==> src/rtl/ccff_chain_loader_pkg.sv <==
// Shared types and constants for the ccff chain loader: FSM states, CRC-8
// parameters and the words-per-load helper.
package ccff_loader_pkg;

  typedef enum logic [1:0] {
    IDLE   = 2'd0,
    SHIFT  = 2'd1,
    VERIFY = 2'd2,
    DONE   = 2'd3
  } state_t;

  localparam logic [7:0] CRC8_POLY = 8'h07;
  localparam logic [7:0] CRC8_INIT = 8'h00;

  // Number of configuration words needed to cover the whole chain.
  function automatic int words_per_load(input int chain_len, input int word_w);
    return (chain_len + word_w - 1) / word_w;
  endfunction

endpackage

==> src/rtl/ccff_chain_loader_if.sv <==
// Configuration-word handshake into the chain loader.
// Valid/ready: a word transfers on a prog_clk edge where cfg_valid and cfg_ready
// are both 1; while cfg_valid=1 and cfg_ready=0 the source holds cfg_data stable.
interface ccff_chain_loader_if #(
  parameter int WORD_W = 8
);
  logic [WORD_W-1:0] cfg_data;
  logic              cfg_valid;
  logic              cfg_ready;

  modport master (output cfg_data, output cfg_valid, input cfg_ready);
  modport slave  (input cfg_data, input cfg_valid, output cfg_ready);
endinterface

==> src/rtl/ccff_chain_loader_crc8.sv <==
// Serial CRC-8 (one input bit per enabled cycle) with synchronous clear.
// crc_next is the value the register takes if the current bit is absorbed.
module ccff_crc8_serial
  import ccff_loader_pkg::*;
(
  input  logic       clk,
  input  logic       reset,
  input  logic       clear,
  input  logic       en,
  input  logic       din,
  output logic [7:0] crc,
  output logic [7:0] crc_next
);

  logic fb;

  always_comb begin
    fb       = crc[7] ^ din;
    crc_next = {crc[6:0], 1'b0} ^ (fb ? CRC8_POLY : 8'h00);
  end

  always_ff @(posedge clk) begin
    if (reset || clear) begin
      crc <= CRC8_INIT;
    end else if (en) begin
      crc <= crc_next;
    end
  end

endmodule

==> src/rtl/ccff_chain_loader.sv <==
// Serialises configuration words MSB-first onto a ccff chain with a shift enable.
// Optional read-back verify through ccff_tail is built when CCFF_LOADER_VERIFY_EN is defined.
module ccff_chain_loader
  import ccff_loader_pkg::*;
#(
  parameter int WORD_W    = 8,
  parameter int CHAIN_LEN = 18
) (
  input  logic                       prog_clk,
  input  logic                       reset,
  ccff_chain_loader_if.slave         cfg,
  output logic                       ccff_head,
  input  logic                       ccff_tail,
  output logic                       prog_clk_en,
  output logic                       load_busy,
  output logic                       load_done,
  output logic                       load_err,
  output state_t                     state
);

  localparam int REM_W = $clog2(CHAIN_LEN + 1);
  localparam int IDX_W = $clog2(WORD_W + 1);
  localparam logic [REM_W-1:0] REM_FULL = REM_W'(CHAIN_LEN);
  localparam logic [IDX_W-1:0] IDX_LAST = IDX_W'(WORD_W - 1);

  logic [WORD_W-1:0] word_sr;   // unpresented bits of the current word, MSB-aligned
  logic [IDX_W-1:0]  bit_idx;   // unpresented bits left in word_sr
  logic [REM_W-1:0]  rem;       // chain bits not yet shifted, including the one on head
  logic [REM_W-1:0]  rem_left;
  logic              head_q;
  logic              ready;
  logic              accept;
  logic              start_load;

  // A bit leaves rem on the edge that ends a cycle with prog_clk_en=1.
  assign rem_left = rem - {{(REM_W-1){1'b0}}, prog_clk_en};

  always_comb begin
    ready = 1'b0;
    if (!reset) begin
      case (state)
        IDLE, DONE: ready = 1'b1;
        SHIFT:      ready = (bit_idx == '0) && (rem > {{(REM_W-1){1'b0}}, prog_clk_en});
        default:    ready = 1'b0;
      endcase
    end
  end

  assign cfg.cfg_ready = ready;
  assign accept        = cfg.cfg_valid && ready;
  assign start_load    = accept && ((state == IDLE) || (state == DONE));
  assign load_busy     = (state == SHIFT) || (state == VERIFY);

`ifdef CCFF_LOADER_VERIFY_EN
  logic [REM_W-1:0] v_cnt;
  logic [7:0]       crc_load;
  logic [7:0]       crc_tail_next;
  logic [7:0]       crc_load_next_unused;
  logic [7:0]       crc_tail_unused;

  ccff_crc8_serial u_crc_load (
    .clk      (prog_clk),
    .reset    (reset),
    .clear    (start_load),
    .en       ((state == SHIFT) && prog_clk_en),
    .din      (head_q),
    .crc      (crc_load),
    .crc_next (crc_load_next_unused)
  );

  ccff_crc8_serial u_crc_tail (
    .clk      (prog_clk),
    .reset    (reset),
    .clear    (start_load),
    .en       (state == VERIFY),
    .din      (ccff_tail),
    .crc      (crc_tail_unused),
    .crc_next (crc_tail_next)
  );

  // Recirculate tail to head so a verify pass leaves the chain image intact.
  assign ccff_head = (state == VERIFY) ? ccff_tail : head_q;
`else
  wire unused_tail = &{1'b0, ccff_tail};
  assign ccff_head = head_q;
`endif

  always_ff @(posedge prog_clk) begin
    if (reset) begin
      state       <= IDLE;
      head_q      <= 1'b0;
      prog_clk_en <= 1'b0;
      load_done   <= 1'b0;
      load_err    <= 1'b0;
      rem         <= '0;
      bit_idx     <= '0;
      word_sr     <= '0;
`ifdef CCFF_LOADER_VERIFY_EN
      v_cnt       <= '0;
`endif
    end else begin
      if (start_load) begin
        state     <= SHIFT;
        load_done <= 1'b0;
        load_err  <= 1'b0;
        rem       <= REM_FULL;
      end
      if (accept) begin
        head_q      <= cfg.cfg_data[WORD_W-1];
        word_sr     <= {cfg.cfg_data[WORD_W-2:0], 1'b0};
        bit_idx     <= IDX_LAST;
        prog_clk_en <= 1'b1;
      end
      case (state)
        SHIFT: begin
          rem <= rem_left;
          if (rem_left == '0) begin
`ifdef CCFF_LOADER_VERIFY_EN
            state       <= VERIFY;
            prog_clk_en <= 1'b1;
            v_cnt       <= REM_FULL;
`else
            state       <= DONE;
            prog_clk_en <= 1'b0;
            load_done   <= 1'b1;
`endif
          end else if (bit_idx != '0) begin
            head_q      <= word_sr[WORD_W-1];
            word_sr     <= {word_sr[WORD_W-2:0], 1'b0};
            bit_idx     <= bit_idx - 1'b1;
            prog_clk_en <= 1'b1;
          end else if (!accept) begin
            // Starved: hold ccff_head and stop the chain until a word arrives.
            prog_clk_en <= 1'b0;
          end
        end
`ifdef CCFF_LOADER_VERIFY_EN
        VERIFY: begin
          v_cnt <= v_cnt - 1'b1;
          if (v_cnt == {{(REM_W-1){1'b0}}, 1'b1}) begin
            state       <= DONE;
            prog_clk_en <= 1'b0;
            load_done   <= 1'b1;
            load_err    <= (crc_load != crc_tail_next);
          end
        end
`endif
        default: ;
      endcase
    end
  end

endmodule

==> src/flat_wrapper.sv <==
// flat-port wrapper written by rule: the top's interface ports become plain ports
module ccff_chain_loader_flat import ccff_loader_pkg::*;
#(
  parameter int WORD_W    = 8,
  parameter int CHAIN_LEN = 18
)
  (prog_clk, reset, ccff_head, ccff_tail, prog_clk_en, load_busy, load_done, load_err, state, cfg_cfg_data, cfg_cfg_valid, cfg_cfg_ready);
  ccff_chain_loader_if #(.WORD_W(WORD_W)) cfg_i ();
  input  logic prog_clk;
  input  logic reset;
  output logic ccff_head;
  input  logic ccff_tail;
  output logic prog_clk_en;
  output logic load_busy;
  output logic load_done;
  output logic load_err;
  output state_t state;
  input wire logic [$bits(cfg_i.cfg_data)-1:0] cfg_cfg_data;
  input wire logic [$bits(cfg_i.cfg_valid)-1:0] cfg_cfg_valid;
  output wire logic [$bits(cfg_i.cfg_ready)-1:0] cfg_cfg_ready;
  assign cfg_i.cfg_data = cfg_cfg_data;
  assign cfg_i.cfg_valid = cfg_cfg_valid;
  assign cfg_cfg_ready = cfg_i.cfg_ready;
  ccff_chain_loader #(.WORD_W(WORD_W), .CHAIN_LEN(CHAIN_LEN)) u_core (.prog_clk(prog_clk), .reset(reset), .cfg(cfg_i), .ccff_head(ccff_head), .ccff_tail(ccff_tail), .prog_clk_en(prog_clk_en), .load_busy(load_busy), .load_done(load_done), .load_err(load_err), .state(state));
endmodule
==> config.mk <==
export PLATFORM = sky130hd
export DESIGN_NAME = ccff_chain_loader_flat
export DESIGN_NICKNAME = d
export VERILOG_FILES = /design/src/rtl/ccff_chain_loader_pkg.sv /design/src/rtl/ccff_chain_loader_if.sv /design/src/rtl/ccff_chain_loader_crc8.sv /design/src/rtl/ccff_chain_loader.sv /design/src/flat_wrapper.sv
export SDC_FILE = /design/constraint.sdc
export NUM_CORES = 1
export LEC_CHECK = 0
export ABC_AREA = 0
export BUFFER_PORTS_ARGS = -buffer_cell sky130_fd_sc_hd__buf_2
export CAP_MARGIN = 20
export CELL_PAD_IN_SITES_DETAIL_PLACEMENT = 2
export CELL_PAD_IN_SITES_GLOBAL_PLACEMENT = 2
export CORE_ASPECT_RATIO = 0.75
export CORE_MARGIN = 2
export CORE_UTILIZATION = 32
export DETAILED_ROUTE_END_ITERATION = 7
export PLACE_DENSITY_LB_ADDON = 0.1
export SYNTH_ARGS = -nofsm -noshare
export SYNTH_HDL_FRONTEND = slang
export SYNTH_HIERARCHICAL = 1
export SYNTH_SLANG_ARGS = --single-unit
export TNS_END_PERCENT = 100
==> constraint.sdc <==
create_clock -name prog_clk -period 2.15 [get_ports prog_clk]
set_input_delay 0.215 -clock prog_clk [delete_from_list [all_inputs] [get_ports prog_clk]]
set_output_delay 0.215 -clock prog_clk [all_outputs]
set_load 0.1 [all_outputs]
Yosys cells after proc, flatten, opt, wreduce, memory -nomap -nowiden
Cells that the tools add are included.
{"block": "op_classes", "addsub": 2, "multipliers": 0, "n_div": 0, "n_lt_le_gt_ge": 1, "eq_ne": 3, "n_shift": 0, "n_mux": 27, "n_bitwise": 0, "reduce_logical": 11}
{"operator": "8-bit two-way mux", "n": 4}
{"operator": "4-bit two-way mux", "n": 4}
{"operator": "1-bit two-way mux", "n": 13}
{"operator": "5-bit two-way mux", "n": 2}
{"operator": "2-bit two-way mux", "n": 3}
{"operator": "5-bit by 1-bit > comparator with 1-bit output", "n": 1}
{"operator": "5-bit logical NOT", "n": 1}
{"operator": "5-bit by 1-bit subtractor with 5-bit output", "n": 1}
{"operator": "2-bit equality test (second input constant)", "n": 2}
{"operator": "4-bit logical NOT", "n": 1}
{"operator": "4-bit nonzero test", "n": 1}
{"operator": "4-bit by 1-bit subtractor with 4-bit output (second input constant)", "n": 1}
{"operator": "1-bit logical AND", "n": 3}
{"operator": "2-bit by 1-bit equality test with 1-bit output (second input constant)", "n": 1}
{"operator": "2-bit logical NOT", "n": 1}
{"operator": "1-bit logical OR", "n": 2}
{"operator": "1-bit case mux with 2 select lines", "n": 1}
{"operator": "2-bit nonzero test", "n": 1}
{"operator": "2-bit OR reduction", "n": 1}
{"block": "word_totals", "reg_bits": 22, "latch_bits": 0, "ram_bits": 0, "romBits": 0, "inputBits": 12, "out_inout_bits": 8, "memories": 0}

Longest topological paths before layout
{"block": "logic_depth", "ltp_word": 10, "mapped_depth": 9}

Worst setup path before layout
OpenSTA, ideal clock, no wires.
{"block": "synth_timing", "path_kind": "flip-flop to output port", "from": "register u_core.state[0]", "to": "output port cfg_cfg_ready", "t_arrival_ps": 3688, "t_required_ps": 1935, "path_slack_ps": -1753, "path_stages_with_launch": 6, "n_path_buf": 0, "cell_sequence": "dfxtp_1 inv_1 ha_1 or3_1 o32ai_2 nor3_1"}
{"block": "synth_between", "elab_chain_len": 4}
{"element": "start: declaration", "line_no": "ccff_chain_loader.sv:18", "rtl": "output state_t state"}
{"element": "start signal: assignment", "line_no": "ccff_chain_loader.sv:90", "rtl": "state <= IDLE;"}
{"element": "start signal: assignment", "line_no": "ccff_chain_loader.sv:103", "rtl": "state <= SHIFT;"}
{"element": "start signal: assignment", "line_no": "ccff_chain_loader.sv:123", "rtl": "state <= DONE;"}
{"element": "2-bit equality test / 2-bit logical NOT (equally long branches)", "line_no": "ccff_chain_loader.sv:41", "rtl": "case (state)"}
{"element": "2-bit OR reduction", "line_no": "ccff_chain_loader.sv:41"}
{"element": "1-bit case mux with 2 select lines (*)", "line_no": "ccff_chain_loader.sv:41"}
{"element": "1-bit two-way mux (*)", "line_no": "ccff_chain_loader.sv:40", "rtl": "if (!reset) begin"}
{"element": "end: declaration", "line_no": "flat_wrapper.sv:20", "rtl": "output wire logic [$bits(cfg_i.cfg_ready)-1:0] cfg_cfg_ready;"}
Every way passes the cells marked *; elsewhere a longest branch is shown, timed or not.

Worst setup path after layout
{"block": "layout_timing", "from": "register u_core.rem[0]", "to": "register u_core.word_sr[3]"}
{"block": "layout_between", "elab_chain_len": 9}
{"element": "start: declaration", "line_no": "ccff_chain_loader.sv:28", "rtl": "logic [REM_W-1:0] rem;"}
{"element": "start signal: assignment", "line_no": "ccff_chain_loader.sv:116", "rtl": "rem <= rem_left;"}
{"element": "5-bit by 1-bit > comparator with 1-bit output", "line_no": "ccff_chain_loader.sv:43", "rtl": "SHIFT: ready = (bit_idx == '0) && (rem > {{(REM_W-1){1'b0}}, prog_clk_en});"}
{"element": "1-bit logical AND", "line_no": "ccff_chain_loader.sv:43"}
{"element": "1-bit case mux with 2 select lines", "line_no": "ccff_chain_loader.sv:41"}
{"element": "1-bit two-way mux", "line_no": "ccff_chain_loader.sv:40"}
{"element": "1-bit logical AND", "line_no": "ccff_chain_loader.sv:50", "rtl": "assign accept = cfg.cfg_valid && ready;"}
{"element": "8-bit two-way mux", "line_no": "ccff_chain_loader.sv:108", "rtl": "if (accept) begin"}
{"element": "8-bit two-way mux", "line_no": "ccff_chain_loader.sv:127", "rtl": "end else if (bit_idx != '0) begin"}
{"element": "8-bit two-way mux", "line_no": "ccff_chain_loader.sv:117", "rtl": "if (rem_left == '0) begin"}
{"element": "8-bit two-way mux (*)", "line_no": "ccff_chain_loader.sv:114", "rtl": "case (state)"}
{"element": "end signal: assignment", "line_no": "ccff_chain_loader.sv:110", "rtl": "word_sr <= {cfg.cfg_data[WORD_W-2:0], 1'b0};"}
{"element": "end signal: assignment", "line_no": "ccff_chain_loader.sv:129", "rtl": "word_sr <= {word_sr[WORD_W-2:0], 1'b0};"}
{"element": "end: declaration", "line_no": "ccff_chain_loader.sv:26", "rtl": "logic [WORD_W-1:0] word_sr;"}
Marked as above.
A chain may end at the register's enable or synchronous reset.

==> flow_summary.toml <==
[layout]
nets = 187
seq_area_um2 = 452
final_util = 0.435
multi_input_area_um2 = 747
diodes = 0
area_growth_pct = 32.0
drive_gt1_frac = 0.351
fin_cells = 220
fill_cells = 420

[cts]
numCtsBuffers = 3
clock_latency_ns = 0.27
cts_hold_buf = 0
cts-root-buf = "clkbuf_8"
clkSinkCount = 22
cts_max_level = 1
cts_tree = "done"
clkTransAtPathRegs_ns = 0.09
cts_max_path_buffers = 2

[timing]
slew_violations = 0
setup_viol = 0
holdWs_ns = 0.196
rsz0062_at_grt = "yes"
skew_ns = 0.0167
finalCritPeriodShare = 0.973
tightest_slew_ns = 0.617
slew_headroom = 0.587
fin_crit_ns = 2.09
hold_viol_final = 0
fmax_mhz = 478

[setup_path]
start_kind = "flop"
path_max_fanout = 8
cp-end-kind = "flop"
critical_path.startpoint = "u_core/rem[0]"
crit_buf_inv = 2
required_ns = 2.31
worst_path_most_repeated_cell = "ha_1"
slowest_delay_ns = 0.34
cpMaxStageDelayCell = "dfxtp_1"
cp_top_family = "compound AO/OA/AOI/OAI gates"
cp_cell_sequence = "inv_1, ha_1, ha_1, xnor2_1, nand4_1, buf_4, o211a_2, a21oi_1, a211oi_2"
worstReg2RegStart = "u_core/rem[0]"
critPathKind = "flop to flop"
cp.arrival_ns = 2.25

[logic_synthesis]
synth.avg_cell_area_um2 = 8.50
netlist_area_mm2 = 0.00119
syn_nets = 158
ys_seq_elements = 22
ys_seq_area_frac = 0.370
syn-instance-count = 140
synth_cell_types = 38
ys_warn_count = 6

[drt]
ant_nets = 0
drc = 0
finalWirelength_um = 3610
drtIter0Drc = 48
dr.pass1.iters = 4
wl_per_cell_um = 16.4
post_drt_via_cell_ratio = 5.17
via_count = 1137

[power_and_ir_drop]
combPwrFrac = 0.503
max-vdd-ir-drop_uv = 435
p_leak_nw = 0.637
p_clk_frac = 0.198
switching_share = 0.434
p_seq_frac = 0.299
p_int_uw = 991
p_per_area_mw_per_mm2 = 1120
p_sw_uw = 760

[job]
cap_violations = 0

[die]
die_area_mm2 = 0.00423
num_rows = 19
fp.dieW_um = 74.4
coreArea_mm2 = 0.00361
start_util = 0.329
dieHeight_um = 56.8
ios = 20

[global_routing]
grt.overflow.total = 0
grt_pass1_wl_um = 5870
grt.total_usage = 0.179
grt_pass1_vias = 1216
grt_max_degree = 24
antenna_found_initial = 0

[place]
dp.cells = 213
hpwl_um = 2500
gp_congestion = 0.782
port_buffers = 17

[hold_path]
hold_path_class = "input port to flop"
worst_hold_startpoint = "cfg_cfg_data[3]"

[status]
status = "finished, final reports clean"
[routing by layer]
metal | vias up | GRT usage | share of wire
li1 | 553 | - | -
met1 | 571 | 0.229 | 0.47
met2 | 11 | 0.310 | 0.50
met3 | 2 | 0.0431 | 0.025
met4 | 0 | 0.0230 | 0.0039
met5 | - | 0 | 0
[final cells by class]
type / count / area share
clock buffers: 4 / 0.0422
flip-flops and latches: 22 / 0.288
well taps: 52 / 0.0414
repair buffers: 29 / 0.131
multi-input cells: 104 / 0.476
inverters: 9 / 0.0215
[placed cells by master, fill, tap and decap left out, drive strengths merged, types with 2 or more instances in the layout]
cell	synthesis	final
nor3b	2	2
o211a	2	4
a211oi	10	10
nor2	17	17
o21ai	2	2
clkbuf	2	4
ha	6	6
a21oi	16	16
inv	9	9
nor3	8	8
nand2	17	17
o211ai	2	2
nor4	2	2
buf	5	29
dfxtp	22	22
a31oi	3	3
[logic make-up (layout without fill, tap and decap cells)]
family / after synthesis / after routing / share of synthesized area
AOI/OAI and AO/OA: 38 / 40 / 0.248
other: 1 / 1 / 0.00315
DFF: 22 / 22 / 0.370
xor gates and xnor gates: 2 / 2 / 0.0210
buffers and inverters: 16 / 42 / 0.0673
and+or+nand+nor: 55 / 55 / 0.227
adders and majority gates: 6 / 6 / 0.0631
[metrics by stage]
stage | area [µm²] | setup WS (ns) | TNS [ns] | total power [mW]
floorplan | 1260 | -0.00123 | -0.00123 | 1.13
global placement | 1470 | -0.0273 | -0.0493 | 1.32
detailed placement | 1470 | -0.0962 | -0.456 | 1.36
CTS | 1540 | 0.0214 | 0 | 1.71
global route | 1570 | -0.102 | -0.705 | 1.85
finish | 1570 | 0.0586 | 0 | 1.75
[worst paths after layout]
path,to,slack [ns],cells past startpoint
hold / removal,u_core/word_sr[4],0.20,3
setup / recovery,u_core/word_sr[3],0.06,9
hold reg to reg,u_core/word_sr[6],0.47,2
setup reg to reg,u_core/word_sr[3],0.06,9
[worst min-delay path, cell delays in order]
cell      delay [ns]
buf_2           0.09
nand2_1         0.06
a211oi_2        0.06
[power by group through the flow]
stage               registers, mW  clock network, mW  logic [mW]
floorplan                   0.644                  0       0.487
global placement            0.529                  0       0.786
detailed placement          0.535                  0       0.825
CTS                         0.525              0.355       0.834
global route                0.533              0.368       0.951
finish                      0.524              0.347       0.880
[Yosys cell counts]
cell type	number	area share
a211oi_1	4	0.025
a211oi_2	6	0.063
a21oi_1	16	0.067
a221oi_1	1	0.0074
a31oi_1	3	0.016
and3_1	1	0.0053
and4bb_2	1	0.011
buf_1	1	0.0032
buf_2	1	0.0042
buf_4	1	0.0063
buf_6	2	0.019
clkbuf_1	2	0.0063
conb_1	1	0.0032
dfxtp_1	22	0.37
ha_1	6	0.063
inv_1	9	0.028
nand2_1	17	0.054
nand2b_1	1	0.0053
nand3_1	1	0.0042
nand4_1	1	0.0053
nor2_1	17	0.054
nor2b_1	1	0.0053
nor3_1	8	0.034
nor3b_1	1	0.0063
nor3b_2	1	0.011
nor4_1	2	0.011
nor4b_2	1	0.013
o211a_1	1	0.0084
o211a_4	1	0.015
o211ai_1	1	0.0063
o211ai_2	1	0.011
o21ai_0	2	0.0084
o31a_1	1	0.0074
o32ai_2	1	0.014
or2_2	1	0.0053
or3_1	1	0.0053
xnor2_1	1	0.0074
xor2_2	1	0.014
[state kept, by name, summed over array words and instances, names as in the netlist]
signal	count
u_core/state	2
u_core/word_sr	8
u_core/ccff_head	1
u_core/load_done	1
u_core/bit_idx	4
u_core/rem	5
u_core/prog_clk_en	1
[what timing repair did]
item / 4_1_cts / 5_1_grt
setup endpoints to repair: 11 / 15
gates resized for setup: 1 / 1
endpoints found under the hold margin: 0 / 0
pin swaps: 0 / 2
buffers inserted: 0 / 1
cloned: 0 / 2
Note: power is estimated with default switching activity, not from simulation.
